===== config.mk =====
export PLATFORM = sky130hd
export DESIGN_NAME = hazard_ctrl_flat
export DESIGN_NICKNAME = d
export VERILOG_FILES = /design/src/rtl/hazard_ctrl_pkg.sv /design/src/rtl/hazard_ctrl_if.sv /design/src/rtl/hazard_match.sv /design/src/rtl/hazard_ctrl.sv /design/src/flat_wrapper.sv
export SDC_FILE = /design/constraint.sdc
export NUM_CORES = 1
export LEC_CHECK = 0
export ABC_AREA = 1
export BUFFER_PORTS_ARGS = -buffer_cell sky130_fd_sc_hd__buf_4
export CAP_MARGIN = 0
export CORE_ASPECT_RATIO = 0.9
export CORE_MARGIN = 10
export CORE_UTILIZATION = 50
export CTS_CLUSTER_DIAMETER = 60
export CTS_CLUSTER_SIZE = 28
export DETAILED_ROUTE_END_ITERATION = 12
export PLACE_DENSITY = 0.74
export SLEW_MARGIN = 25
export SYNTH_ARGS = -nofsm -noshare
export SYNTH_HDL_FRONTEND = slang
export SYNTH_SLANG_ARGS = --single-unit

===== constraint.sdc =====
create_clock -name clk -period 2.3 [get_ports clk]
set_input_delay 0.46 -clock clk [delete_from_list [all_inputs] [get_ports clk]]
set_output_delay 0.46 -clock clk [all_outputs]
set_load 0.005 [all_outputs]

===== src/rtl/hazard_ctrl_pkg.sv =====
// Shared types for the pipeline hazard controller: forwarding selects,
// wait-FSM states and the shadow scoreboard entry.
package hazard_ctrl_pkg;

   localparam int REG_W = 5;
   localparam int CNT_W = 8;

   typedef enum logic [1:0] {
      FWD_RF  = 2'b00,
      FWD_MEM = 2'b01,
      FWD_WB  = 2'b10
   } fwd_sel_e;

   typedef enum logic {
      HZ_RUN  = 1'b0,
      HZ_WAIT = 1'b1
   } hz_state_e;

   typedef struct packed {
      logic             v;
      logic [REG_W-1:0] rd;
      logic             we;
      logic             ld;
   } shadow_t;

   // x0 is hard-wired, so an entry targeting it never produces a value.
   function automatic shadow_t make_entry(input logic v, input logic [REG_W-1:0] rd,
                                          input logic we, input logic ld);
      shadow_t e;
      e.v  = v;
      e.rd = rd;
      e.we = we & (rd != '0);
      e.ld = ld;
      return e;
   endfunction

endpackage


===== src/rtl/hazard_ctrl_if.sv =====
// ID-stage decode info in, pipeline-register controls and forwarding selects out.
interface hazard_ctrl_if;
   import hazard_ctrl_pkg::*;

   logic             id_valid;
   logic [REG_W-1:0] id_rs1;
   logic [REG_W-1:0] id_rs2;
   logic             id_use_rs1;
   logic             id_use_rs2;
   logic [REG_W-1:0] id_rd;
   logic             id_rd_we;
   logic             id_is_load;
   logic             ex_redirect;
   logic             mem_wait;

   logic             stall_if;
   logic             stall_id;
   logic             bubble_ex;
   logic             flush_id;
   logic             freeze;
   logic [1:0]       fwd_a;
   logic [1:0]       fwd_b;
   logic             mem_timeout;

   modport master (
      output id_valid, id_rs1, id_rs2, id_use_rs1, id_use_rs2,
             id_rd, id_rd_we, id_is_load, ex_redirect, mem_wait,
      input  stall_if, stall_id, bubble_ex, flush_id, freeze,
             fwd_a, fwd_b, mem_timeout
   );

   modport slave (
      input  id_valid, id_rs1, id_rs2, id_use_rs1, id_use_rs2,
             id_rd, id_rd_we, id_is_load, ex_redirect, mem_wait,
      output stall_if, stall_id, bubble_ex, flush_id, freeze,
             fwd_a, fwd_b, mem_timeout
   );

endinterface


===== src/rtl/hazard_match.sv =====
// Compares one shadow stage's destination against the ID source registers.
module hazard_match
   import hazard_ctrl_pkg::*;
(
   input  logic             v,
   input  logic             we,
   input  logic [REG_W-1:0] rd,
   input  logic [REG_W-1:0] rs1,
   input  logic [REG_W-1:0] rs2,
   input  logic             use_rs1,
   input  logic             use_rs2,
   output logic             match1,
   output logic             match2
);

   logic live;

   assign live   = v & we & (rd != '0);
   assign match1 = live & use_rs1 & (rd == rs1);
   assign match2 = live & use_rs2 & (rd == rs2);

endmodule


===== src/rtl/hazard_ctrl.sv =====
// Pipeline sequencing controller: shadow scoreboard of EX/MEM/WB destinations,
// stall/flush/bubble generation, registered forwarding selects and LSU wait FSM.
module hazard_ctrl
   import hazard_ctrl_pkg::*;
#(
   parameter int MAX_WAIT = 16,
   parameter bit FWD_EN   = 1'b1
) (
   input  logic         clk,
   input  logic         rst,
   hazard_ctrl_if.slave hz
);

   localparam logic [CNT_W-1:0] CNT_MAX = CNT_W'(MAX_WAIT - 1);
   localparam logic [CNT_W-1:0] CNT_PRE = CNT_W'(MAX_WAIT - 2);

   shadow_t          ex_q, mem_q, wb_q;
   hz_state_e        state_q, state_d;
   logic [CNT_W-1:0] cnt_q, cnt_d;
   logic             timeout_q, timeout_d;
   logic [1:0]       fwd_a_q, fwd_b_q;

   logic use1, use2;
   logic ex_m1, ex_m2, mem_m1, mem_m2, wb_m1, wb_m2;
   logic freeze, redirect, lu, raw, hold, bubble;
   logic wb_ld_unused;

   assign use1 = hz.id_valid & hz.id_use_rs1;
   assign use2 = hz.id_valid & hz.id_use_rs2;
   assign wb_ld_unused = wb_q.ld;

   hazard_match u_ex (.v(ex_q.v), .we(ex_q.we), .rd(ex_q.rd), .rs1(hz.id_rs1), .rs2(hz.id_rs2),
                      .use_rs1(use1), .use_rs2(use2), .match1(ex_m1), .match2(ex_m2));
   hazard_match u_mem (.v(mem_q.v), .we(mem_q.we), .rd(mem_q.rd), .rs1(hz.id_rs1), .rs2(hz.id_rs2),
                       .use_rs1(use1), .use_rs2(use2), .match1(mem_m1), .match2(mem_m2));
   hazard_match u_wb (.v(wb_q.v), .we(wb_q.we), .rd(wb_q.rd), .rs1(hz.id_rs1), .rs2(hz.id_rs2),
                      .use_rs1(use1), .use_rs2(use2), .match1(wb_m1), .match2(wb_m2));

   // Load data returns on the MEM result path, so a load one stage ahead of
   // its consumer (after the load-use bubble) is still taken through 01.
   function automatic logic [1:0] pick(input logic m_ex, input logic m_mem, input logic mem_ld);
      if (!FWD_EN) return FWD_RF;
      if (m_ex)    return FWD_MEM;
      if (m_mem)   return mem_ld ? FWD_MEM : FWD_WB;
      return FWD_RF;
   endfunction

   // Priority: freeze > redirect > load-use / RAW stall.
   always_comb begin
      freeze   = hz.mem_wait;
      redirect = hz.ex_redirect & ~freeze;
      lu       = ex_q.ld & (ex_m1 | ex_m2);
      raw      = ex_m1 | ex_m2 | mem_m1 | mem_m2 | wb_m1 | wb_m2;
      hold     = ~freeze & ~hz.ex_redirect & (FWD_EN ? lu : raw);
      bubble   = redirect | hold;
   end

   assign hz.freeze      = freeze;
   assign hz.flush_id    = redirect;
   assign hz.bubble_ex   = bubble;
   assign hz.stall_if    = hold;
   assign hz.stall_id    = hold;
   assign hz.fwd_a       = fwd_a_q;
   assign hz.fwd_b       = fwd_b_q;
   assign hz.mem_timeout = timeout_q;

   // NOTE: every variable gets a default at the top of an always_comb so no
   // path leaves it unassigned, which would infer a latch.
   always_comb begin
      state_d   = state_q;
      cnt_d     = '0;
      timeout_d = 1'b0;
      unique case (state_q)
         HZ_RUN:  if (hz.mem_wait)  state_d = HZ_WAIT;
         HZ_WAIT: if (!hz.mem_wait) state_d = HZ_RUN;
      endcase
      if (hz.mem_wait) begin
         cnt_d     = (cnt_q == CNT_MAX) ? cnt_q : cnt_q + CNT_W'(1);
         timeout_d = (cnt_q == CNT_PRE) | ((MAX_WAIT == 1) && (state_q == HZ_RUN));
      end
   end

   // NOTE: sequential state uses non-blocking assignments so every register
   // samples pre-edge values regardless of statement order.
   always_ff @(posedge clk) begin
      if (rst) begin
         ex_q      <= '0;
         mem_q     <= '0;
         wb_q      <= '0;
         state_q   <= HZ_RUN;
         cnt_q     <= '0;
         timeout_q <= 1'b0;
         fwd_a_q   <= FWD_RF;
         fwd_b_q   <= FWD_RF;
      end else begin
         state_q   <= state_d;
         cnt_q     <= cnt_d;
         timeout_q <= timeout_d;
         if (!freeze) begin
            wb_q  <= mem_q;
            mem_q <= ex_q;
            ex_q  <= make_entry(hz.id_valid & ~bubble & ~hz.ex_redirect,
                                hz.id_rd, hz.id_rd_we, hz.id_is_load);
            fwd_a_q <= bubble ? FWD_RF : pick(ex_m1, mem_m1, mem_q.ld);
            fwd_b_q <= bubble ? FWD_RF : pick(ex_m2, mem_m2, mem_q.ld);
         end
      end
   end

endmodule


===== src/flat_wrapper.sv =====
// flat-port wrapper written by rule: the top's interface ports become plain ports
module hazard_ctrl_flat import hazard_ctrl_pkg::*;
#(
   parameter int MAX_WAIT = 16,
   parameter bit FWD_EN   = 1'b1
)
  (clk, rst, hz_id_valid, hz_id_rs1, hz_id_rs2, hz_id_use_rs1, hz_id_use_rs2, hz_id_rd, hz_id_rd_we, hz_id_is_load, hz_ex_redirect, hz_mem_wait, hz_stall_if, hz_stall_id, hz_bubble_ex, hz_flush_id, hz_freeze, hz_fwd_a, hz_fwd_b, hz_mem_timeout);
  hazard_ctrl_if hz_i ();
  input  logic clk;
  input  logic rst;
  input wire logic [$bits(hz_i.id_valid)-1:0] hz_id_valid;
  input wire logic [$bits(hz_i.id_rs1)-1:0] hz_id_rs1;
  input wire logic [$bits(hz_i.id_rs2)-1:0] hz_id_rs2;
  input wire logic [$bits(hz_i.id_use_rs1)-1:0] hz_id_use_rs1;
  input wire logic [$bits(hz_i.id_use_rs2)-1:0] hz_id_use_rs2;
  input wire logic [$bits(hz_i.id_rd)-1:0] hz_id_rd;
  input wire logic [$bits(hz_i.id_rd_we)-1:0] hz_id_rd_we;
  input wire logic [$bits(hz_i.id_is_load)-1:0] hz_id_is_load;
  input wire logic [$bits(hz_i.ex_redirect)-1:0] hz_ex_redirect;
  input wire logic [$bits(hz_i.mem_wait)-1:0] hz_mem_wait;
  output wire logic [$bits(hz_i.stall_if)-1:0] hz_stall_if;
  output wire logic [$bits(hz_i.stall_id)-1:0] hz_stall_id;
  output wire logic [$bits(hz_i.bubble_ex)-1:0] hz_bubble_ex;
  output wire logic [$bits(hz_i.flush_id)-1:0] hz_flush_id;
  output wire logic [$bits(hz_i.freeze)-1:0] hz_freeze;
  output wire logic [$bits(hz_i.fwd_a)-1:0] hz_fwd_a;
  output wire logic [$bits(hz_i.fwd_b)-1:0] hz_fwd_b;
  output wire logic [$bits(hz_i.mem_timeout)-1:0] hz_mem_timeout;
  assign hz_i.id_valid = hz_id_valid;
  assign hz_i.id_rs1 = hz_id_rs1;
  assign hz_i.id_rs2 = hz_id_rs2;
  assign hz_i.id_use_rs1 = hz_id_use_rs1;
  assign hz_i.id_use_rs2 = hz_id_use_rs2;
  assign hz_i.id_rd = hz_id_rd;
  assign hz_i.id_rd_we = hz_id_rd_we;
  assign hz_i.id_is_load = hz_id_is_load;
  assign hz_i.ex_redirect = hz_ex_redirect;
  assign hz_i.mem_wait = hz_mem_wait;
  assign hz_stall_if = hz_i.stall_if;
  assign hz_stall_id = hz_i.stall_id;
  assign hz_bubble_ex = hz_i.bubble_ex;
  assign hz_flush_id = hz_i.flush_id;
  assign hz_freeze = hz_i.freeze;
  assign hz_fwd_a = hz_i.fwd_a;
  assign hz_fwd_b = hz_i.fwd_b;
  assign hz_mem_timeout = hz_i.mem_timeout;
  hazard_ctrl #(.MAX_WAIT(MAX_WAIT), .FWD_EN(FWD_EN)) u_core (.clk(clk), .rst(rst), .hz(hz_i));
endmodule

==> reports/qor_table.md, run 1 <==
| Stage | Metric | This run |
|---|---|---|
| pwr | Peak supply drop | 0.507 mV |
| logic synthesis | Total standard cell area after synthesis | 0.00168 mm^2 |
| clock network | Clock Pin Slew Worst Setup and Hold Paths | 0.07 ns |
| logic synthesis | Syn_nets | 290 |
| pwr | Static Leakage | 1.01 nW |
| floorplan | Number of standard-cell rows in the floorplan | 19 |
| drt | Via Count | 1,700 |
| flow run | Number of max-capacitance violations reported | 0 |
| sta | Post-route worst setup slack | 0.210 ns |
| sta | Maximum clock frequency | 478 MHz |
| critical path | Reg2reg setup slack | 0.87 ns |
| clock network | TritonCTS Buffers | 5 |
| cells and area | Antenna diode count | 0 |
| pwr | Switching Power | 0.310 mW |
| sta | Transition time of the tightest slew-check pin | 0.437 ns |
| global routing | Number of global-route vias before repair | 1,584 |
| floorplan | Die width | 81.1 um |
| floorplan | Core outline area | 0.00314 mm^2 |
| cells and area | Layout cell share with drive strength beyond 1 | 17.9% |
| logic synthesis | Most used standard cell by instance count after synthesis | sky130_fd_sc_hd__nand2_1 |
| sta | Count of endpoints failing setup in the final report | 0 |
| sta | Setup repair after global routing missed its margin | false |
| drt | First-pass iteration count of the detailed router | 4 |
| cells and area | Final-stage net count | 327 |
| clock network | Clock sinks | 29 |
| logic synthesis | Share of the yosys chip area belonging to registers | 34.5% |
| logic synthesis | Yosys synthesis warning count | 0 |
| sta | Final hold violation count | 0 |
| clock network | Number of hold-repair buffers added at the cts stage | 0 |
| logic synthesis | Cell taking the most area after synthesis | sky130_fd_sc_hd__dfxtp_1 |
| sta | Max Clock Skew | 0.00326 ns |
| pwr | Clock share of power | 44.2% |
| clock network | Clock tree from TritonCTS | done |
| floorplan | Die extent in y | 75.0 um |
| pwr | Sequential group share of total power | 42.8% |
| min path | Endpoint of the worst hold-timing path | u_core.mem_q[0] |
| clock network | Master cell of the clock root buffer | sky130_fd_sc_hd__clkbuf_8 |
| drt | Ratio of routed vias to standard cells | 4.94 |
| critical path | Capturing point of the worst reg2reg path | u_core.cnt_q[1] |
| critical path | FF-to-FF Start | u_core.cnt_q[1] |
| logic synthesis | Synth Register Bits | 29 |
| floorplan | Initial core utilization | 53.5% |
| global routing | Antenna violations before repair | 0 |
| drt | Violation count after the first detailed-routing iteration | 129 |
| critical path | Worst-path fanout max | 4 |
| logic synthesis | Async set-or-reset flop fraction in the synthesized netlist | 0% |
| sta | Max-slew headroom | 70.9% |
| logic synthesis | Most frequent cells after synthesis | sky130_fd_sc_hd__nand2_1 (80), sky130_fd_sc_hd__inv_1 (41), sky130_fd_sc_hd__dfxtp_1 (29), sky130_fd_sc_hd__nor2_1 (25) |
| critical path | Sort of element at the start of the critical path | flip-flop |
| cells and area | Count of filler cells inserted in the layout | 320 |
| pwr | Power density over the cells | 601 mW/mm^2 |
| logic synthesis | Most area-consuming cells after synthesis | sky130_fd_sc_hd__dfxtp_1 (35%), sky130_fd_sc_hd__nand2_1 (18%), sky130_fd_sc_hd__inv_1 (9.2%) |
| logic synthesis | Gate count of the mapped netlist | 264 |
| global routing | Global-route wire length before repair | 7.00 mm |
| logic synthesis | Syn_area_per_cell | 6.37 um^2 |
| sta | Setup TNS | 0 ns |
| clock network | Number of levels in the clock H-tree | 2 |
| pwr | Cell internal power dissipation | 0.940 mW |
| sta | Max-slew violation count | 0 |
| logic synthesis | Post-synth top flop | sky130_fd_sc_hd__dfxtp_1 |
| logic synthesis | Share of the synthesized area in the top cell type | 34.5% |
| drt | Count of antenna-violating nets left after detailed routing | 0 |
| place | Dpl hpwl | 3.45 mm |
| min path | Hold wc startpoint | rst |
| critical path | Start-to-end type of the worst setup path | reg -> out |
| critical path | Data arrival time at the worst-slack endpoint | 1.63 ns |
| place | Gpl congestion | 0.964 |
| clock network | Worst-Skew Late Latency | 0.28 ns |
| sta | Fin crit share | 90.9% |
| place | Worst Setup Slack post-DPL | 0.330 ns |
| pwr | Combinational cell fraction of total power | 13.0% |
| drt | Remaining design rule violation count | 0 |
| drt | Wirelength per Cell | 12.5 um |
| logic synthesis | Unique cell type count in the Yosys netlist | 28 |
| clock network | Clock Path Buffers | 2 |
| floorplan | Die area | 0.00608 mm^2 |
| min path | Hold Path Cell Cnt | 2 |
| global routing | GRT Resource Usage Total | 14.7% |
| drt | Final wirelength | 4.29 mm |
| floorplan | Top-level port count | 34 |
| critical path | Nature of the critical path endpoint | output pin |
| critical path | Critical Path RT | 1.84 ns |
| logic synthesis | Number of synthesized flops with an enable pin | 0 |
| critical path | Logic depth of the worst register-to-register path | 8 |
| cells and area | Synth-to-Final Area Change | 23.8% |
| place | Count of buffers inserted at the top-level ports | 33 |
| sta | Min cycle time layout | 2.09 ns |
| global routing | Total grt overflow | 0 |
| run status | Outcome | finished, final reports clean |
| min path | Class of the tightest hold or removal check | in -> reg |
| pwr | Switching part of the total power | 24.8% |
| global routing | Largest net degree at the start of global routing | 15 |
==> stage by stage <==
step	util [%]	std cells	cell area [um^2]	hold WS [ns]	power [mW]
after CTS	66.3	344	2080	0.364	1.27
after global placement	62.5	336	1960	0.432	0.708
final	66.3	344	2080	0.376	1.25
after detailed placement	62.5	336	1960	0.438	0.707
after floorplan	-	264	1680	0.419	0.638
after global routing	66.3	344	2080	0.382	1.31
==> layout make-up <==
type / count / area (um^2) / area share [%]
flip-flops and latches: 29 / 581 / 27.9
repair buffers: 34 / 255 / 12.3
inverters: 45 / 169 / 8.12
well taps: 42 / 52.6 / 2.53
clock inverters: 2 / 37.5 / 1.80
multi-input cells: 186 / 903 / 43.4
clock buffers: 6 / 82.6 / 3.97
==> power groups by stage <==
stage	logic [mW]	clock network [mW]	registers (mW)
6_report	0.162	0.553	0.535
2_1_floorplan	0.0970	0	0.541
4_1_cts	0.163	0.569	0.534
3_5_place_dp	0.162	0	0.545
3_3_place_gp	0.162	0	0.546
5_1_grt	0.185	0.584	0.537
==> worst max-delay path: stages (launching register included) <==
cell and delay, ns:
sky130_fd_sc_hd__dfxtp_1 0.41, sky130_fd_sc_hd__inv_1 0.12, sky130_fd_sc_hd__nand2_1 0.10, sky130_fd_sc_hd__o21ai_0 0.09, sky130_fd_sc_hd__nor2_1 0.09, sky130_fd_sc_hd__nand4_1 0.15, sky130_fd_sc_hd__a21boi_1 0.24, sky130_fd_sc_hd__buf_4 0.15
==> cell usage in the layout, fill, tap and decap left out, types with 2 or more instances in the layout <==
master / n
sky130_fd_sc_hd__nand2_1: 80
sky130_fd_sc_hd__dfxtp_1: 29
sky130_fd_sc_hd__xor2_1: 4
sky130_fd_sc_hd__inv_1: 41
sky130_fd_sc_hd__o21ai_0: 8
sky130_fd_sc_hd__xnor2_1: 5
sky130_fd_sc_hd__o22ai_1: 9
sky130_fd_sc_hd__nor3_1: 2
sky130_fd_sc_hd__ha_1: 2
sky130_fd_sc_hd__clkbuf_8: 6
sky130_fd_sc_hd__nor2_1: 25
sky130_fd_sc_hd__nand2_2: 3
sky130_fd_sc_hd__buf_4: 34
sky130_fd_sc_hd__nand3_1: 15
sky130_fd_sc_hd__nand4_1: 7
sky130_fd_sc_hd__inv_2: 4
sky130_fd_sc_hd__a21oi_1: 15
==> worst max-delay path by stage <==
stage               cells after the start            from          end  slack [ns]
floorplan                               5     hz_mem_wait  hz_stall_if        0.56
global placement                        6     hz_mem_wait  hz_stall_id        0.37
detailed placement                      6     hz_mem_wait  hz_stall_id        0.33
CTS                                     7  u_core.ex_q[2]  hz_stall_id        0.12
global route                            7  u_core.ex_q[3]  hz_stall_id        0.07
finish                                  7  u_core.ex_q[2]  hz_stall_id        0.21
==> registers in the layout (all words and copies together), names as in the netlist <==
| signal | cells |
|---|---|
| u_core.hz.fwd_b | 2 |
| u_core.cnt_q | 8 |
| u_core.hz.fwd_a | 2 |
| u_core.mem_q | 8 |
| u_core.ex_q | 8 |
| u_core.hz.mem_timeout | 1 |
==> logic make-up after synthesis <==
family,share of synthesized area (%)
and+or+nand+nor,34.7
buffers and inverters,11.7
DFF,34.5
adders and majority gates,1.49
xor gates and xnor gates,4.69
AOI/OAI and AO/OA,12.9
==> per-layer routing <==
metal  vias to the layer above  wire length [um]  part of all wire (%)  GRT usage (%)
li1                        904                 -                     -              -
met1                       733              1870                    44           17.1
met2                        55              1970                    46           23.7
met3                         8               356                   8.3           5.48
met4                         0                89                   2.1           6.91
met5                         -                 0                     0              0
==> repair_timing <==
item | 4_1_cts | 5_1_grt
endpoints found under the setup margin | 0 | 2
gates resized for setup | 0 | 1
buffers inserted | 0 | 0
Power figures use the tool's default switching activity.
==> inputs of run 2 (changes only) <==
Settings changed: CORE_ASPECT_RATIO 0.9 to 0.75, CORE_UTILIZATION 50 to 35, PLACE_DENSITY 0.74 to default.
==> reports/qor_table.md, run 2 (synthesized netlist as in run 1, its figures left out) <==
| Stage | Metric | This run | vs previous |
|---|---|---|---|
| pwr | Combinational cell fraction of total power | 14.5% | +1.5 points |
| sta | Final hold violation count | 0 | unchanged |
| clock network | Clock sinks | 29 | unchanged |
| sta | Fin crit share | 90.9% | about the same |
| min path | Class of the tightest hold or removal check | in -> reg |  |
| global routing | Global Route met1 Usage | 15.9% | -1.3 points |
| critical path | Sort of element at the start of the critical path | flip-flop |  |
| clock network | Post-CTS repair timing setup buffer count | 0 | unchanged |
| critical path | Start point of the critical path | u_core.ex_q[5] |  |
| global routing | Largest net degree at the start of global routing | 15 | unchanged |
| global routing | GRT Resource Usage Total | 11.8% | -3.0 points |
| sta | Max-slew headroom | 66.2% | -4.6 points |
| drt | Ratio of routed vias to standard cells | 4.75 | -3.9% |
| sta | Min cycle time layout | 2.09 ns | +0.000781 ns |
| floorplan | Top-level port count | 34 | unchanged |
| pwr | Static Leakage | 0.994 nW | -1.4% |
| flow run | Number of max-capacitance violations reported | 0 | unchanged |
| drt | Remaining design rule violation count | 0 | unchanged |
| cells and area | Most frequent cells in the layout | sky130_fd_sc_hd__nand2_1 (80), sky130_fd_sc_hd__inv_1 (41), sky130_fd_sc_hd__buf_4 (34) |  |
| drt | Via Count | 1,701 | +0.059% |
| clock network | Worst-Skew Late Latency | 0.28 ns | about the same |
| floorplan | Die area | 0.00800 mm^2 | +32% |
| critical path | Cell chain of the critical path | inv_1 -> nand3_1 -> nand2_1 -> inv_2 -> nand4_1 -> a21boi_1 -> buf_4 |  |
| drt | Wirelength per Cell | 13.1 um | +4.8% |
| floorplan | Initial core utilization | 37.0% | -17 points |
| critical path | FF-to-FF Start | u_core.cnt_q[1] |  |
| place | Gpl congestion | 0.934 | -3.2% |
| pwr | Switching part of the total power | 27.7% | +2.9 points |
| sta | Count of endpoints failing setup in the final report | 0 | unchanged |
| drt | First-pass iteration count of the detailed router | 4 | unchanged |
| sta | Setup repair after global routing missed its margin | false |  |
| min path | Hold wc startpoint | rst |  |
| global routing | Met3 demand-to-capacity share in global routing | 3.72% | -1.8 points |
| critical path | Worst-path fanout max | 7 | +3 |
| sta | Max Clock Skew | 0.00245 ns | -0.000809 ns |
| place | Dpl hpwl | 3.69 mm | +7.1% |
| clock network | Clock tree from TritonCTS | done |  |
| global routing | Total grt overflow | 0 | unchanged |
| pwr | Peak supply drop | 0.250 mV | -51% |
| cells and area | Synth-to-Final Area Change | 23.2% |  |
| run status | Outcome | finished, final reports clean |  |
| pwr | Power density over the cells | 551 mW/mm^2 | -8.2% |
| pwr | Clock share of power | 38.7% | -5.5 points |
| critical path | Longest individual stage delay on the worst path | 0.38 ns | -0.03 ns |
| critical path | Data arrival time at the worst-slack endpoint | 1.63 ns | about the same |
| drt | Final wirelength | 4.68 mm | +9.1% |
| floorplan | Number of standard-cell rows in the floorplan | 21 | +2 |
| cells and area | Count of filler cells inserted in the layout | 481 | +50% |
| cells and area | Layout cell share with drive strength beyond 1 | 17.6% | -0.27 points |
| sta | Maximum clock frequency | 478 MHz | about the same |
| floorplan | Die width | 100 um | +23% |
| clock network | TritonCTS Buffers | 5 | unchanged |
| sta | Max-slew violation count | 0 | unchanged |
| clock network | Master cell of the clock root buffer | sky130_fd_sc_hd__clkbuf_8 |  |
| pwr | Switching Power | 0.316 mW | +2.0% |
| global routing | Antenna violations before repair | 0 | unchanged |
| cells and area | Most common cell after layout, fill and taps aside | sky130_fd_sc_hd__nand2_1 |  |
| critical path | Nature of the critical path endpoint | output pin |  |
| cells and area | Leading registers by flop count | u_core.cnt_q: 8 flops, u_core.ex_q: 8 flops, u_core.mem_q: 8 flops |  |
| global routing | GRT busiest layer | met2 |  |
| floorplan | Die extent in y | 80.0 um | +6.7% |
| cells and area | Post-layout instance area | 0.00207 mm^2 | -0.54% |
| clock network | Clock Pin Slew Worst Setup and Hold Paths | 0.07 ns | about the same |
| global routing | Number of global-route vias before repair | 1,609 | +1.6% |
| sta | Setup TNS | 0 ns | unchanged |
| sta | Transition time of the tightest slew-check pin | 0.506 ns | +0.0690 ns |
| pwr | Sequential group share of total power | 46.9% | +4.1 points |
| place | Count of buffers inserted at the top-level ports | 33 | unchanged |
| critical path | Max stage delay cell, worst path | sky130_fd_sc_hd__dfxtp_1 |  |
| global routing | Met2 Usage GRT | 17.5% | -6.2 points |
| cells and area | Antenna diode count | 0 | unchanged |
| critical path | Start-to-end type of the worst setup path | reg -> out |  |
| critical path | Critical Path RT | 1.84 ns | about the same |
| global routing | Global-route wire length before repair | 7.67 mm | +9.6% |
| clock network | Number of levels in the clock H-tree | 2 | unchanged |
| cells and area | Final-stage net count | 327 | unchanged |
| place | Placed inst area | 0.00198 mm^2 | +0.96% |
| drt | Violation count after the first detailed-routing iteration | 114 | -12% |
| floorplan | Core outline area | 0.00455 mm^2 | +45% |
| pwr | Cell internal power dissipation | 0.825 mW | -12% |
| clock network | Clock Path Buffers | 2 | unchanged |
| drt | Count of antenna-violating nets left after detailed routing | 0 | unchanged |
## run 2: power by group through the flow
stage          clock network (mW)  registers (mW)  logic, mW
3_5_place_dp                    0           0.546      0.163
3_3_place_gp                    0           0.546      0.163
4_1_cts                     0.454           0.534      0.164
5_1_grt                     0.483           0.536      0.184
2_1_floorplan                   0           0.541     0.0970
6_report                    0.441           0.535      0.165
## run 2: worst max-delay path: cells and delay by family, from the launching register on
family,cells,cell delay (ns)
and+or+nand+nor,3,0.33
buffers and inverters,3,0.40
DFF,1,0.38
AOI/OAI and AO/OA,1,0.24
## run 2: final timing paths
kind	slack [ns]	endpoint	cells past startpoint
min reg2reg	0.45	u_core.ex_q[0]	2
max	0.21	hz_stall_if	7
max reg2reg	0.86	u_core.cnt_q[1]	8
min	0.37	u_core.mem_q[0]	2
## run 2: routing by layer
| layer | share of wire, % | wire length (um) |
|---|---|---|
| met5 | 0 | 0 |
| met1 | 51 | 2380 |
| met2 | 42 | 1970 |
| met3 | 6.7 | 315 |
| met4 | 0.45 | 21 |
## run 2: final cells by class
type                       instances  area (um^2)  share of cell area, %
multi-input combinational        186          903                   43.7
clock inverter                     1         7.51                  0.363
sequential                        29          581                   28.1
inverter                          45          169                   8.16
clock buffer                       6         82.6                   3.99
tap                               57         71.3                   3.45
timing repair buffer              34          255                   12.3
## run 2: metrics by stage
step	worst slack, ns	instances	total power, mW	util, %	hold slack [ns]
finish	0.209	358	1.14	45.5	0.373
floorplan	0.563	264	0.638	-	0.419
global route	0.0576	358	1.20	45.5	0.376
CTS	0.135	358	1.15	45.5	0.366
global placement	0.368	351	0.709	43.5	0.429
detailed placement	0.318	351	0.709	43.5	0.435
## run 2: what timing repair did
action	4_1_cts	5_1_grt
hold buffers	0	0
setup endpoints to repair	0	2
gates resized for setup	0	1
==> inputs of run 3 (changes only) <==
Settings changed: CTS_BUF_LIST from default to sky130_fd_sc_hd__clkbuf_2.
==> reports/qor_table.md, run 3 (synthesized netlist as in run 1, its figures left out) <==
| Stage | Metric | This run | vs previous |
|---|---|---|---|
| sta | Hold WS | 0.265 ns | -0.107 ns |
| drt | Final wirelength | 4.73 mm | +0.94% |
| clock network | Worst-Skew Late Latency | 0.38 ns | +0.10 ns |
| drt | Count of antenna-violating nets left after detailed routing | 0 | unchanged |
| drt | Ratio of routed vias to standard cells | 4.76 | +0.18% |
| sta | Transition time of the tightest slew-check pin | 0.508 ns | +0.00271 ns |
| pwr | Static Leakage | 0.974 nW | -2.0% |
| cells and area | Layout cell share with drive strength beyond 1 | 18.9% | +1.3 points |
| cells and area | Most frequent cells in the layout | sky130_fd_sc_hd__nand2_1 (80), sky130_fd_sc_hd__inv_1 (41), sky130_fd_sc_hd__buf_4 (34) |  |
| drt | Uppermost metal layer occupied by signal nets | met4 |  |
| floorplan | Die area | 0.00800 mm^2 | unchanged |
| clock network | Number of hold-repair buffers added at the cts stage | 0 | unchanged |
| critical path | Capturing point of the worst reg2reg path | u_core.cnt_q[1] |  |
| pwr | Peak supply drop | 0.219 mV | -12% |
| clock network | Clock Path Buffers | 2 | unchanged |
| drt | Detailed route wirelength on metal3 | 394 um | +25% |
| floorplan | Core outline area | 0.00455 mm^2 | unchanged |
| cells and area | Most common cell after layout, fill and taps aside | sky130_fd_sc_hd__nand2_1 |  |
| floorplan | Die width | 100 um | unchanged |
| cells and area | Final-stage net count | 327 | unchanged |
| critical path | Nature of the critical path endpoint | output pin |  |
| sta | Maximum clock frequency | 458 MHz | -4.2% |
| cells and area | Final instance count without filler cells | 358 | unchanged |
| sta | Setup TNS | 0 ns | unchanged |
| drt | Violation count after the first detailed-routing iteration | 97 | -15% |
| global routing | Number of global-route vias before repair | 1,618 | +0.56% |
| sta | Min cycle time layout | 2.18 ns | +0.0908 ns |
| global routing | Global-route wire length before repair | 7.71 mm | +0.64% |
| critical path | Start-to-end type of the worst setup path | reg -> out |  |
| pwr | Total chip power | 0.963 mW | -16% |
| sta | Fin crit share | 94.9% | +3.9 points |
| cells and area | Synth-to-Final Area Change | 20.5% |  |
| global routing | GRT Resource Usage Total | 12.0% | +0.20 points |
| critical path | Critical Path RT | 1.84 ns | about the same |
| floorplan | Initial core utilization | 37.0% | unchanged |
| drt | Remaining design rule violation count | 0 | unchanged |
| clock network | Clock Pin Slew Worst Setup and Hold Paths | 0.16 ns | +0.09 ns |
| pwr | Power density over the cells | 476 mW/mm^2 | -14% |
| min path | Hold Path Cell Cnt | 2 | unchanged |
| sta | Max-slew headroom | 66.1% | -0.18 points |
| place | Count of buffers inserted at the top-level ports | 33 | unchanged |
| clock network | Number of levels in the clock H-tree | 2 | unchanged |
| min path | Hold wc startpoint | rst |  |
| critical path | Reg2reg setup slack | 0.86 ns | about the same |
| clock network | Master cell of the clock root buffer | sky130_fd_sc_hd__clkbuf_2 |  |
| floorplan | Die extent in y | 80.0 um | unchanged |
| global routing | Total grt overflow | 0 | unchanged |
| place | Dpl hpwl | 3.69 mm | unchanged |
| global routing | Largest net degree at the start of global routing | 15 | unchanged |
| sta | Final hold violation count | 0 | unchanged |
| drt | Detailed-routing wirelength on met1 | 2.31 mm | -2.8% |
| min path | Endpoint of the worst hold-timing path | u_core.mem_q[0] |  |
| drt | Met2 layer wire length in the routed design | 1.98 mm | +0.71% |
| run status | Outcome | finished, final reports clean |  |
| critical path | FF-to-FF Start | u_core.cnt_q[1] |  |
| critical path | Data arrival time at the worst-slack endpoint | 1.72 ns | +0.09 ns |
| sta | Max Clock Skew | 0.00662 ns | +0.00417 ns |
| critical path | Longest individual stage delay on the worst path | 0.41 ns | +0.03 ns |
| clock network | Clock tree from TritonCTS | done |  |
| floorplan | Number of standard-cell rows in the floorplan | 21 | unchanged |
| drt | First-pass iteration count of the detailed router | 4 | unchanged |
| clock network | Post-CTS repair timing setup buffer count | 0 | unchanged |
| sta | Setup repair after global routing missed its margin | false |  |
| clock network | TritonCTS Buffers | 5 | unchanged |
| critical path | Max stage delay cell, worst path | sky130_fd_sc_hd__dfxtp_1 |  |
| cells and area | Core utilization of the finished layout | 44.5% | -0.99 points |
| cells and area | Antenna diode count | 0 | unchanged |
| sta | Max-slew violation count | 0 | unchanged |
| critical path | Cell chain of the critical path | inv_1 -> nand3_1 -> nand2_1 -> inv_2 -> nand4_1 -> a21boi_2 -> buf_4 |  |
| place | Dpl cells | 351 | unchanged |
| place | Gpl congestion | 0.934 | unchanged |
| sta | Count of endpoints failing setup in the final report | 0 | unchanged |
| critical path | Sort of element at the start of the critical path | flip-flop |  |
| drt | Via Count | 1,704 | +0.18% |
| critical path | Worst-path fanout max | 7 | unchanged |
| clock network | Clock sinks | 29 | unchanged |
| cells and area | Leading registers by flop count | u_core.cnt_q: 8 flops, u_core.ex_q: 8 flops, u_core.mem_q: 8 flops |  |
| global routing | Antenna violations before repair | 0 | unchanged |
| floorplan | Top-level port count | 34 | unchanged |
| flow run | Number of max-capacitance violations reported | 0 | unchanged |
| critical path | Logic depth of the worst register-to-register path | 8 | unchanged |
| min path | Class of the tightest hold or removal check | in -> reg |  |
| drt | Wirelength per Cell | 13.2 um | +0.94% |
run 3: changes by cell type in the layout (fill, tap and decap cells not counted), sizes merged:
cell / previous run / this run
clkinv: 0 / 1
clkbuf: 6 / 5
run 3: through the flow:
step | cell area (um^2) | setup WS, ns
detailed placement | 1980 | 0.318
finish | 2020 | 0.118
CTS | 2020 | 0.00633
global route | 2020 | 0.00888
global placement | 1980 | 0.368
floorplan | 1680 | 0.563
run 3: cell type report:
cell class | instances | area, um^2
clock buffers | 5 | 25.0
fillers | 488 | 2520
clock inverters | 2 | 11.3
multi-input cells | 186 | 907
repair buffers | 34 | 255
inverters | 45 | 169
flip-flops and latches | 29 | 586
well taps | 57 | 71.3
run 3: worst max-delay path by stage:
| stage | from | endpoint | cells past startpoint |
|---|---|---|---|
| 2_1_floorplan | hz_mem_wait | hz_stall_if | 5 |
| 3_3_place_gp | hz_mem_wait | hz_stall_if | 6 |
| 3_5_place_dp | hz_mem_wait | hz_stall_if | 6 |
| 4_1_cts | u_core.ex_q[2] | hz_stall_if | 7 |
| 5_1_grt | u_core.ex_q[5] | hz_stall_if | 7 |
| 6_report | u_core.ex_q[5] | hz_stall_if | 7 |
run 3: what timing repair did:
action,in CTS,in global routing
setup endpoints to repair,0,2
gates resized for setup,0,6
endpoints found under the hold margin,0,0
run 3: where the power goes:
| part | internal, mW | leakage [nW] | switching, mW | total (mW) |
|---|---|---|---|---|
| clock | 0.0654 | 0.0225 | 0.197 | 0.262 |
| sequential | 0.519 | 0.237 | 0.0173 | 0.536 |
| combinational | 0.0713 | 0.715 | 0.0935 | 0.165 |
| total | 0.655 | 0.974 | 0.307 | 0.963 |
run 3: critical path: cells and delay by family (launching register included):
family | cells | cell delay [ns]
DFF | 1 | 0.41
buffers and inverters | 3 | 0.37
AOI/OAI and AO/OA | 1 | 0.21
and+or+nand+nor | 3 | 0.35
run 3: metal layers:
layer  vias to the layer above  global-route usage [%]
met5                         -                       0
met4                         0                    4.23
met3                         5                    3.72
met2                        50                    17.8
met1                       740                    15.9
li1                        909                       -
